<file path="src/rtl/scan_sel_sequencer_pkg.sv">
// Shared encodings for the scan select sequencer: mode, direction and code limits.
package scan_sel_sequencer_pkg;
  localparam logic MODE_WRAP = 1'b0;
  localparam logic MODE_PP   = 1'b1;
  localparam logic DIR_UP    = 1'b0;
  localparam logic DIR_DOWN  = 1'b1;
  localparam logic [2:0] CODE_MAX = 3'd7;
endpackage

</file>
<file path="src/rtl/scan_prescaler.sv">
// Free-running step prescaler: tick fires on the PRESCALE-th enabled clock, then restarts.
// clr zeroes the count regardless of en; en low freezes the count.
module scan_prescaler #(
  parameter int PRESCALE = 4,
  parameter int PW       = 16
) (
  input  logic clk,
  input  logic rst_n,
  input  logic en,
  input  logic clr,
  output logic tick
);
  localparam logic [PW-1:0] LAST = PW'(PRESCALE - 1);

  logic [PW-1:0] cnt;

  assign tick = en && (cnt == LAST);

  always_ff @(posedge clk or negedge rst_n) begin
    if (!rst_n) begin
      cnt <= '0;
    end else if (clr || tick) begin
      cnt <= '0;
    end else if (en) begin
      cnt <= cnt + 1'b1;
    end
  end
endmodule

</file>
<file path="src/rtl/scan_sel_sequencer.sv">
// 3-bit select code generator for a 3-to-8 decoder, stepping in wrap or ping-pong order.
// sel_* change one cycle after a tick; step/wrap_pulse are one-cycle pulses aligned with the new code.
module scan_sel_sequencer
  import scan_sel_sequencer_pkg::*;
#(
  parameter int PRESCALE = 4,
  parameter int PW       = 16
) (
  input  logic       clk,
  input  logic       rst_n,
  input  logic       en,
  input  logic       dir,
  input  logic       mode,
  input  logic       load,
  input  logic [2:0] load_val,
  output logic       sel_a,
  output logic       sel_b,
  output logic       sel_c,
  output logic       step,
  output logic       wrap_pulse
);
  logic       tick;
  logic [2:0] code, code_nxt;
  logic       pp_dir, pp_dir_nxt;
  logic       step_nxt, wrap_nxt;

  scan_prescaler #(.PRESCALE(PRESCALE), .PW(PW)) u_prescaler (
    .clk   (clk),
    .rst_n (rst_n),
    .en    (en),
    .clr   (load),
    .tick  (tick)
  );

  always_comb begin
    code_nxt   = code;
    pp_dir_nxt = pp_dir;
    step_nxt   = 1'b0;
    wrap_nxt   = 1'b0;
    if (load) begin
      code_nxt = load_val;
    end else begin
      // In wrap mode pp_dir shadows dir so ping-pong starts in the last wrap direction.
      if (mode == MODE_WRAP) begin
        pp_dir_nxt = dir;
      end
      if (tick) begin
        step_nxt = 1'b1;
        if (mode == MODE_WRAP) begin
          if (dir == DIR_UP) begin
            code_nxt = code + 3'd1;
            wrap_nxt = (code == CODE_MAX);
          end else begin
            code_nxt = code - 3'd1;
            wrap_nxt = (code == 3'd0);
          end
        end else begin
          // Leaving either endpoint counts as a scan boundary, whatever the approach direction.
          wrap_nxt = (code == CODE_MAX) || (code == 3'd0);
          if (code == CODE_MAX) begin
            code_nxt   = CODE_MAX - 3'd1;
            pp_dir_nxt = DIR_DOWN;
          end else if (code == 3'd0) begin
            code_nxt   = 3'd1;
            pp_dir_nxt = DIR_UP;
          end else if (pp_dir == DIR_UP) begin
            code_nxt = code + 3'd1;
          end else begin
            code_nxt = code - 3'd1;
          end
        end
      end
    end
  end

  always_ff @(posedge clk or negedge rst_n) begin
    if (!rst_n) begin
      code       <= 3'd0;
      pp_dir     <= DIR_UP;
      step       <= 1'b0;
      wrap_pulse <= 1'b0;
    end else begin
      code       <= code_nxt;
      pp_dir     <= pp_dir_nxt;
      step       <= step_nxt;
      wrap_pulse <= wrap_nxt;
    end
  end

  assign {sel_a, sel_b, sel_c} = code;
endmodule

</file>
<file path="config.mk">
export PLATFORM = sky130hd
export DESIGN_NAME = scan_sel_sequencer
export DESIGN_NICKNAME = d
export VERILOG_FILES = /design/src/rtl/scan_sel_sequencer_pkg.sv /design/src/rtl/scan_prescaler.sv /design/src/rtl/scan_sel_sequencer.sv
export SDC_FILE = /design/constraint.sdc
export NUM_CORES = 1
export LEC_CHECK = 0
export BUFFER_PORTS_ARGS = -buffer_cell sky130_fd_sc_hd__buf_2
export CAP_MARGIN = 10
export CORE_MARGIN = 4
export CORE_UTILIZATION = 31
export DETAILED_ROUTE_END_ITERATION = 12
export GPL_TIMING_DRIVEN = 0
export SLEW_MARGIN = 20
export SYNTH_ARGS = -nofsm -noshare
export SYNTH_HDL_FRONTEND = slang
export SYNTH_SLANG_ARGS = --single-unit
</file>
<file path="constraint.sdc">
create_clock -name clk -period 2.1 [get_ports clk]
set_input_delay 0.315 -clock clk [delete_from_list [all_inputs] [get_ports clk]]
set_output_delay 0.315 -clock clk [all_outputs]
set_load 0.005 [all_outputs]
</file>
==> results of run 1 <==
layer usage:
layer,part of all wire (%),up-vias
li1,-,499
met2,51,26
met3,4.5,6
met4,1.2,0
met1,43,518
met5,0,-
report_power, final:
group / switching [uW] / internal, uW
clock network: 143 / 255
registers: 16.6 / 436
logic: 62.0 / 47.3
total: 221 / 738
state kept, by name, summed over array words and instances (netlist names):
register         cells
u_prescaler.cnt     16
code                 3
step                 1
wrap_pulse           1
pp_dir               1
final cells by class:
cell class / count / area, um^2
repair buffers: 11 / 55.1
plain buffers: 5 / 35.0
multi-input cells: 99 / 688
fillers: 418 / 2540
inverters: 6 / 22.5
clock buffers: 3 / 41.3
well taps: 50 / 62.6
flip-flops and latches: 22 / 551
clock inverters: 1 / 30.0
cell families after synthesis:
| logic type | Yosys count | share of synthesized area [%] |
|---|---|---|
| AND/OR/NAND/NOR | 57 | 26.4 |
| AO/OA/AOI/OAI | 22 | 11.2 |
| flip-flops | 22 | 42.6 |
| XOR/XNOR | 12 | 8.12 |
| buffers and inverters | 11 | 4.45 |
| adder cells (fa/ha/maj) | 5 | 4.84 |
| multiplexers | 3 | 2.42 |
cell usage after synthesis (all sizes together) (2+ instances only):
| cell type | number | area (um^2) |
|---|---|---|
| a211oi | 2 | 15.0 |
| a21oi | 5 | 28.8 |
| a22o | 2 | 17.5 |
| and3 | 2 | 13.8 |
| and4 | 2 | 18.8 |
| buf | 3 | 27.5 |
| clkbuf | 2 | 7.51 |
| dfrtp | 22 | 551 |
| ha | 5 | 62.6 |
| inv | 6 | 22.5 |
| mux2i | 2 | 20.0 |
| nand2 | 10 | 37.5 |
| nand3 | 5 | 42.5 |
| nand4 | 5 | 37.5 |
| nor2 | 16 | 60.1 |
| nor3 | 2 | 10.0 |
| nor4 | 4 | 31.3 |
| o21ai | 6 | 30.0 |
| o31ai | 2 | 15.0 |
| or3 | 4 | 32.5 |
| xnor2 | 6 | 52.6 |
| xor2 | 6 | 52.6 |
worst reg2reg max path: cells and delay by family, from the launching register on:
| family | cells | cell delay [ns] |
|---|---|---|
| DFF | 1 | 0.38 |
| buffers and inverters | 2 | 0.41 |
| and+or+nand+nor | 4 | 1.01 |
through the flow:
stage | setup slack (ns) | total power, uW | hold WS [ns] | cell area (um^2) | cells
2_1_floorplan | 0.458 | 527 | 0.0194 | 1290 | 132
3_3_place_gp | 0.165 | 562 | 0.299 | 1410 | 193
3_5_place_dp | 0.114 | 570 | 0.310 | 1410 | 193
4_1_cts | 0.102 | 966 | 0.0177 | 1480 | 197
5_1_grt | 0.00555 | 1000 | 0.0364 | 1490 | 197
6_report | 0.185 | 959 | -0.00704 | 1490 | 197
cells in the final DEF, fill, tap and decap left out, types with 3 or more instances in the layout:
cell type,Yosys,layout
nand4_1,4,4
buf_2,1,12
xor2_1,6,6
xnor2_1,6,6
nand3_1,3,3
dfrtp_1,22,22
nor4_1,3,3
nor2_1,16,16
ha_1,5,5
inv_1,6,6
nand2_1,10,9
a21oi_1,4,4
o21ai_0,6,6
clkbuf_8,0,3
final timing paths:
path | startpoint | endpoint | slack [ns] | depth (start not counted)
min in group clk | load_val[1] | code[1] | 0.27 | 3
max | u_prescaler.cnt[4] | u_prescaler.cnt[0] | 0.18 | 6
max in group asynchronous | rst_n | u_prescaler.cnt[1] | 1.76 | 1
min reg2reg | pp_dir | pp_dir | 0.55 | 2
min | rst_n | u_prescaler.cnt[12] | -0.007 | 1
max reg2reg | u_prescaler.cnt[4] | u_prescaler.cnt[0] | 0.18 | 6
==> impl_metrics.env, run 1 <==
export IMPL_status="complete, but fails checks"
export IMPL_violations="hold timing"
export IMPL_grt_pass1_vias=1047
export IMPL_cts_inserted_buffers=3
export IMPL_vias=1049
export IMPL_ys_seq_area_share_pct=42.6
export IMPL_startpoint_type="flip-flop"
export IMPL_via_per_inst=5.32
export IMPL_drtPass1Iterations=4
export IMPL_synth_ff_type="dfrtp_1"
export IMPL_min_path_type="in -> async"
export IMPL_ant_nets=0
export IMPL_clk_pin_slew_ns=0.09
export IMPL_met2_usage_pct=19.3
export IMPL_design_die_area_mm2=0.00527
export IMPL_syn_area_per_cell_um2=9.80
export IMPL_hold_viol_final=13
export IMPL_post_route_period_util_pct=91.2
export IMPL_syn_area_mm2=0.00129
export IMPL_pin_count=14
export IMPL_post_cts_resized=0
export IMPL_use_met1_pct=14.2
export IMPL_wl_per_cell_um=14.0
export IMPL_postCtsSetupBuffers=0
export IMPL_setup_viol=0
export IMPL_crit_chain="buf_6 > nor4_2 > nand4_2 > nand2_2 > buf_2 > nor2_1"
export IMPL_syn_inst=132
export IMPL_end_kind="flip-flop"
export IMPL_fmax_mhz=522
export IMPL_rsz0062_at_grt="no"
export IMPL_critPathMaxStageDelay_ns=0.38
export IMPL_arrival_ns=2.06
export IMPL_setup_tns_ns=0
export IMPL_cts_tree="done"
export IMPL_drt_iter0_markers=31
export IMPL_track_usage_pct=11.3
export IMPL_area_delta_synth_final_pct=14.8
export IMPL_cap_violations=0
export IMPL_crit_type="reg -> reg"
export IMPL_drc=0
export IMPL_drive_above_1_share_pct=22.4
export IMPL_max_slew_margin_pct=67.9
export IMPL_gr_usage_met3_pct=2.75
export IMPL_cp_max_fo=10
export IMPL_ys_warn_count=0
export IMPL_design_core_area_mm2=0.00403
export IMPL_diodes=0
export IMPL_synth_cell_types=45
export IMPL_start_util_pct=32.1
export IMPL_busiest_layer="met2"
export IMPL_synth_edf_count=0
export IMPL_cts_hold_buf=0
export IMPL_chipHeight_um=72.6
export IMPL_cp_slowest_cell="dfrtp_1"
export IMPL_final_util_pct=36.9
export IMPL_rows=23
export IMPL_crit_family="simple AND/OR/NAND/NOR gates"
export IMPL_antenna_found_initial=0
export IMPL_fin_skew_ns=0.0101
export IMPL_syn_num_nets=146
export IMPL_clock_sinks=22
export IMPL_overflow=0
export IMPL_p_per_area_mw_per_mm2=646
export IMPL_whs_ns=-0.00704
export IMPL_gp_congestion=0.787
export IMPL_layout_min_cycle_time_ns=1.92
export IMPL_routed_wl_um=2750
export IMPL_cp_required_ns=2.25
export IMPL_cts_buffer_depth=2
export IMPL_dpl_hpwl_um=2040
export IMPL_clock_latency_ns=0.27
export IMPL_fp_dieW_um=72.6
export IMPL_root_buffer="clkbuf_8"
export IMPL_p_leak_uw=0.000637
export IMPL_grt_pass1_wl_um=4840
export IMPL_grt_max_degree=23
export IMPL_fin_nets=162
export IMPL_crit_buf_inv=2
export IMPL_portBuffers=11
export IMPL_synthArstFlopShare_pct=100
export IMPL_tightest_slew_ns=0.482
export IMPL_drv_slew=0
export IMPL_irDropWorstVdd_mv=0.339
export IMPL_htreeDepth=1
export IMPL_ys_ff_latch=22
(Power assumes the default switching activity.)
==> run 2, diff against run 1 <==
--- a/config.mk
+++ b/config.mk
@@ -5,12 +5,15 @@
 export SDC_FILE = /design/constraint.sdc
 export NUM_CORES = 1
 export LEC_CHECK = 0
+export ABC_AREA = 0
 export BUFFER_PORTS_ARGS = -buffer_cell sky130_fd_sc_hd__buf_2
 export CAP_MARGIN = 10
 export CORE_MARGIN = 4
 export CORE_UTILIZATION = 31
 export DETAILED_ROUTE_END_ITERATION = 12
 export GPL_TIMING_DRIVEN = 0
+export MAX_ROUTING_LAYER = met4
+export REMOVE_ABC_BUFFERS = 1
 export SLEW_MARGIN = 20
 export SYNTH_ARGS = -nofsm -noshare
 export SYNTH_HDL_FRONTEND = slang
==> run 2 against run 1 <==
  * The run now ends clean
  * Clock power is 35% lower
  * Die area stayed put
  * Maximum frequency is 0.99% higher
  * Design area is 3.7% lower
  * Utilization is 1.4 points lower
  * Flip-flop and latch count stayed put
  * Critical path depth is 2 lower
  * Via count is 7.2% lower
  * Register-to-register slack better by 0.02 ns
  * Power is 15% lower
  * Clock skew is 0.0059 ns lower
  * First-iteration DRC count is 35% higher
  * Critical path type unchanged
==> impl_metrics.env, run 2 (synthesized netlist as in run 1, its figures left out) <==
export IMPL_status="completed"
export IMPL_fp_dieW_um=72.6
export IMPL_setup_viol=0
export IMPL_design_core_area_mm2=0.00403
export IMPL_chipHeight_um=72.6
export IMPL_irDropWorstVdd_mv=0.261
export IMPL_root_buffer="clkbuf_8"
export IMPL_layout_min_cycle_time_ns=1.90
export IMPL_cts_buffer_depth=2
export IMPL_largest_reg_flops=16
export IMPL_drt_iter0_markers=42
export IMPL_drive_above_1_share_pct=21.7
export IMPL_p_per_area_mw_per_mm2=570
export IMPL_postCtsSetupBuffers=0
export IMPL_dpl_cell_area_mm2=0.00139
export IMPL_hold_viol_final=0
export IMPL_cts_tree="done"
export IMPL_design_die_area_mm2=0.00527
export IMPL_fin_area_mm2=0.00143
export IMPL_htreeDepth=1
export IMPL_cts_hold_buf=0
export IMPL_routed_wl_um=2500
export IMPL_end_kind="flip-flop"
export IMPL_cap_violations=0
export IMPL_grt_max_degree=23
export IMPL_cp_required_ns=2.26
export IMPL_overflow=0
export IMPL_fmax_mhz=527
export IMPL_r2r_slack_ns=0.20
export IMPL_post_route_period_util_pct=90.3
export IMPL_max_slew_margin_pct=67.3
export IMPL_nFillCells=425
export IMPL_wl_per_cell_um=12.9
export IMPL_grt_pass1_wl_um=4640
export IMPL_drc=0
export IMPL_fin_skew_ns=0.00420
export IMPL_drtPass1Iterations=3
export IMPL_antenna_found_initial=0
export IMPL_vias=973
export IMPL_post_cts_resized=0
export IMPL_crit_type="reg -> reg"
export IMPL_reg_largest_list="u_prescaler.cnt: 16 flops, code: 3 flops"
export IMPL_cp_max_fo=9
export IMPL_layout_common_cells="dfrtp_1, nor2_1, buf_2, nand2_1"
export IMPL_fin_nets=159
export IMPL_rows=23
export IMPL_cts_inserted_buffers=3
export IMPL_ant_nets=0
export IMPL_track_usage_pct=11.5
export IMPL_startpoint_type="flip-flop"
export IMPL_reg2reg_depth=4
export IMPL_min_path_type="in -> async"
export IMPL_drv_slew=0
export IMPL_diodes=0
export IMPL_clock_latency_ns=0.27
export IMPL_area_delta_synth_final_pct=10.5
export IMPL_largest_register="u_prescaler.cnt"
export IMPL_clk_pin_slew_ns=0.07
export IMPL_via_per_inst=5.04
export IMPL_tightest_slew_ns=0.491
export IMPL_portBuffers=13
export IMPL_gp_congestion=0.757
export IMPL_p_leak_uw=0.000613
export IMPL_start_util_pct=32.1
export IMPL_rsz0062_at_grt="no"
export IMPL_dpl_hpwl_um=1900
export IMPL_grt_pass1_vias=1038
export IMPL_setup_tns_ns=0
export IMPL_pin_count=14
export IMPL_clock_sinks=22
export IMPL_arrival_ns=2.05
export IMPL_final_common_cell="dfrtp_1"
[run 2: cell types whose count changed in the layout (fill, tap and decap cells not counted)]
cell / change
buf_2: +1
buf_6: -2
clkbuf_1: -2
bufinv_16: -1
[run 2: metrics by stage]
step | std cells | setup slack, ns | util [%] | power, uW | hold slack, ns
6_report | 193 | 0.203 | 35.5 | 815 | 0.00303
3_3_place_gp | 190 | 0.221 | 34.4 | 559 | 0.300
5_1_grt | 193 | 0.0533 | 35.5 | 870 | 0.0428
2_1_floorplan | 127 | 0.494 | - | 521 | 0.0194
3_5_place_dp | 190 | 0.151 | 34.4 | 566 | 0.310
4_1_cts | 193 | 0.121 | 35.4 | 830 | 0.0168
[run 2: layout make-up]
type	count	area [um^2]	share of cell area, %
flip-flops and latches	22	551	38.5
inverters	6	22.5	1.57
clock buffers	3	41.3	2.89
well taps	50	62.6	4.37
repair buffers	13	65.1	4.55
multi-input cells	99	688	48.1
[run 2: critical path, stage by stage, from the launching register on]
cell	delay [ns]
dfrtp_1	0.44
nor4_1	0.43
nand4_2	0.31
a22o_1	0.33
o31ai_1	0.29
[run 2: path summary, 6_finish.rpt]
| check | from | end |
|---|---|---|
| worst min-delay path | rst_n | u_prescaler.cnt[12] |
| worst max-delay path | u_prescaler.cnt[6] | code[2] |
| max in group asynchronous | rst_n | code[0] |
| worst max register to register | u_prescaler.cnt[6] | code[2] |
| worst min register to register | pp_dir | pp_dir |
| min in group clk | load_val[1] | code[1] |
[run 2: metal layers]
| metal | global-route usage, % | part of all wire (%) | vias to the layer above |
|---|---|---|---|
| met2 | 19.1 | 51 | 14 |
| met4 | 4.92 | 2.0 | 0 |
| met5 | - | 0 | - |
| met1 | 13.3 | 43 | 468 |
| met3 | 2.62 | 3.3 | 5 |
| li1 | - | - | 486 |
[run 2: power by group]
part,switching [uW],internal [uW],total [uW]
combinational,57.1,45.3,102
sequential,16.8,436,453
clock,131,128,259
total,205,610,815
==> run 3, diff against run 2 <==
--- a/config.mk
+++ b/config.mk
@@ -14,7 +14,9 @@
 export GPL_TIMING_DRIVEN = 0
 export MAX_ROUTING_LAYER = met4
 export REMOVE_ABC_BUFFERS = 1
+export SETUP_SLACK_MARGIN = 0.4
 export SLEW_MARGIN = 20
 export SYNTH_ARGS = -nofsm -noshare
 export SYNTH_HDL_FRONTEND = slang
+export SYNTH_HIERARCHICAL = 1
 export SYNTH_SLANG_ARGS = --single-unit
==> run 3 against run 2 <==
  * Clock power grew 17%
  * Clock skew shrank 0.0036 ns
  * Design area grew 6.7%
  * Register-to-register slack is essentially flat
  * Via count grew 8.0%
  * Critical endpoint is now pp_dir
  * Largest power group unchanged
  * Sequential share of layout area shrank 2.4 points
  * Sequential power is essentially flat
==> impl_metrics.env, run 3 <==
export IMPL_fin_nets=171
export IMPL_synthAdderAreaFrac_pct=4.89
export IMPL_ys_ff_latch=22
export IMPL_final_util_pct=38.2
export IMPL_p_per_area_mw_per_mm2=572
export IMPL_crit_type="reg -> reg"
export IMPL_chipHeight_um=72.2
export IMPL_area_delta_synth_final_pct=19.4
export IMPL_clock_power_share_pct=34.6
export IMPL_final_common_cell="dfrtp_1"
export IMPL_cts_buffer_depth=2
export IMPL_htreeDepth=1
export IMPL_arrival_ns=2.06
export IMPL_syn_area_per_cell_um2=9.40
export IMPL_fp_dieW_um=72.2
export IMPL_grt_max_degree=23
export IMPL_overflow=0
export IMPL_design_die_area_mm2=0.00522
export IMPL_cts_hold_buf=0
export IMPL_synth_cell_types=38
export IMPL_yosys_area_share_simple_pct=24.4
export IMPL_synth_top_area_share_pct=43.1
export IMPL_cap_violations=0
export IMPL_crit_path_start="u_prescaler/cnt[9]"
export IMPL_wl_met3_um=149
export IMPL_fmax_mhz=525
export IMPL_p_leak_uw=0.000660
export IMPL_post_route_period_util_pct=90.7
export IMPL_reg_largest_list="u_prescaler/cnt: 16 flops, code: 3 flops"
export IMPL_synth_edf_count=0
export IMPL_cts_tree="done"
export IMPL_cp_max_fo=5
export IMPL_start_util_pct=32.0
export IMPL_internal_power_uw=655
export IMPL_syn_inst=136
export IMPL_synth_top_family_by_area="simple AND/OR/NAND/NOR gates"
export IMPL_via_per_inst=5.10
export IMPL_synth_most_common_cell="dfrtp_1"
export IMPL_hold_viol_final=0
export IMPL_largest_register="u_prescaler/cnt"
export IMPL_drv_slew=0
export IMPL_clock_sinks=22
export IMPL_cts_inserted_buffers=3
export IMPL_crit_chain="or4_4 > nor4_4 > and3_4 > nand2b_4 > inv_2 > a31oi_1 > a31o_2"
export IMPL_cp_required_ns=2.26
export IMPL_gp_congestion=0.875
export IMPL_design_core_area_mm2=0.00400
export IMPL_layout_common_cells="dfrtp_1, nor2_1, buf_2, xnor2_1, a21oi_1"
export IMPL_routed_wl_um=2630
export IMPL_synthMuxAreaShare_pct=1.57
export IMPL_min_path_type="in -> async"
export IMPL_yosys_top_cells_count="dfrtp_1, nor2_1, a21oi_1, xnor2_1, inv_1"
export IMPL_synth_area_leader_cell="dfrtp_1"
export IMPL_r2r_start="u_prescaler/cnt[9]"
export IMPL_wl_per_cell_um=12.8
export IMPL_top_layer="met4"
export IMPL_clk_pin_slew_ns=0.08
export IMPL_ys_top_cells_by_area="dfrtp_1, nor2_1, xnor2_1"
export IMPL_pin_count=14
export IMPL_setup_viol=0
export IMPL_combPwrFrac_pct=13.5
export IMPL_cp_slowest_cell="or4_4"
export IMPL_ys_seq_area_share_pct=43.1
export IMPL_irDropWorstVdd_mv=0.298
export IMPL_fin_skew_ns=0.000598
export IMPL_whs_ns=0.0137
export IMPL_drive_above_1_share_pct=23.1
export IMPL_grt_pass1_vias=1013
export IMPL_grt_pass1_wl_um=4550
export IMPL_syn_area_mm2=0.00128
export IMPL_synth_compound_area_share_pct=12.9
export IMPL_tightest_slew_ns=0.516
export IMPL_wl_met1_um=1140
export IMPL_status="completed"
export IMPL_p_sw_share_pct=25.1
export IMPL_power_uw=874
export IMPL_max_slew_margin_pct=65.3
export IMPL_portBuffers=13
export IMPL_ys_warn_count=6
export IMPL_clock_latency_ns=0.26
export IMPL_synth_xor_area_share_pct=8.90
export IMPL_drc=0
export IMPL_switchingPower_uw=219
export IMPL_end_kind="flip-flop"
export IMPL_root_buffer="clkbuf_8"
export IMPL_synthArstFlopShare_pct=100
export IMPL_critPathMaxStageDelay_ns=0.55
export IMPL_met2_length_um=1290
export IMPL_antenna_found_initial=0
export IMPL_rows=23
export IMPL_layout_min_cycle_time_ns=1.90
export IMPL_dpl_hpwl_um=1900
export IMPL_pwr_share_seq_pct=51.8
export IMPL_largest_reg_flops=16
export IMPL_r2r_slack_ns=0.20
export IMPL_diodes=0
export IMPL_rsz0062_at_grt="yes"
export IMPL_drt_iter0_markers=46
export IMPL_drtPass1Iterations=4
export IMPL_ant_nets=0
export IMPL_synth_ff_type="dfrtp_1"
export IMPL_startpoint_type="flip-flop"
export IMPL_track_usage_pct=11.1
export IMPL_vias=1051
[run 3: cell count changes in the layout (fill, tap and decap cells not counted), sizes merged, moves of 3 or more]
cell,previous run,this run
buf,13,20
nand2,10,6
nor2,16,20
a21oi,5,8
[run 3: cell type report]
cell class	count	area, um^2
Fill cell	404	2470
Sequential cell	22	551
Timing Repair Buffer	20	121
Clock buffer	4	55.1
Tap cell	50	62.6
Multi-Input combinational cell	103	711
Inverter	7	26.3
[run 3: through the flow]
stage,setup slack (ns),instance area (um^2),cells,TNS (ns)
5_1_grt,0.114,1530,206,0
2_1_floorplan,0.110,1250,132,0
3_5_place_dp,-0.108,1380,195,-0.207
6_report,0.196,1530,206,0
3_3_place_gp,-0.0873,1380,195,-0.105
4_1_cts,0.189,1520,205,0
[run 3: kinds of logic after synthesis]
group	Yosys count
compound gates	26
xor+xnor	13
fa+ha+maj	5
buf+inv	11
flops	22
mux	2
simple gates	57
[run 3: metal layers]
metal	vias to the layer above	global-route usage, %
met1	496	13.6
li1	528	-
met4	0	3.34
met3	6	2.77
met5	-	-
met2	21	18.1
[run 3: path summary, 6_finish.rpt]
path,endpoint,depth (start not counted)
setup / recovery,pp_dir,7
hold / removal,u_prescaler/cnt[8],1
setup reg to reg,pp_dir,7
hold reg to reg,u_prescaler/cnt[15],2
max in group asynchronous,code[2],1
min in group clk,code[0],2
[run 3: timing repair]
| action | CTS | global route |
|---|---|---|
| endpoints found under the hold margin | 0 | 0 |
| endpoints found under the setup margin | 22 | 22 |
| buffers inserted | 6 | 1 |
| pin swaps | 6 | 0 |
| resized for setup | 9 | 0 |
[run 3: power by group through the flow]
stage          clock [uW]  sequential, uW  combinational, uW
6_report              302             453                118
5_1_grt               336             456                134
4_1_cts               323             454                119
3_5_place_dp            0             462                113
3_3_place_gp            0             461                108
2_1_floorplan           0             460               67.9
[run 3: critical path, delay by kind of cell, from the launching register on]
kind                   cells  cell delay [ns]
AND/OR/NAND/NOR            4             1.08
flip-flops                 1             0.39
AO/OA/AOI/OAI              2             0.28
buffers and inverters      1             0.06
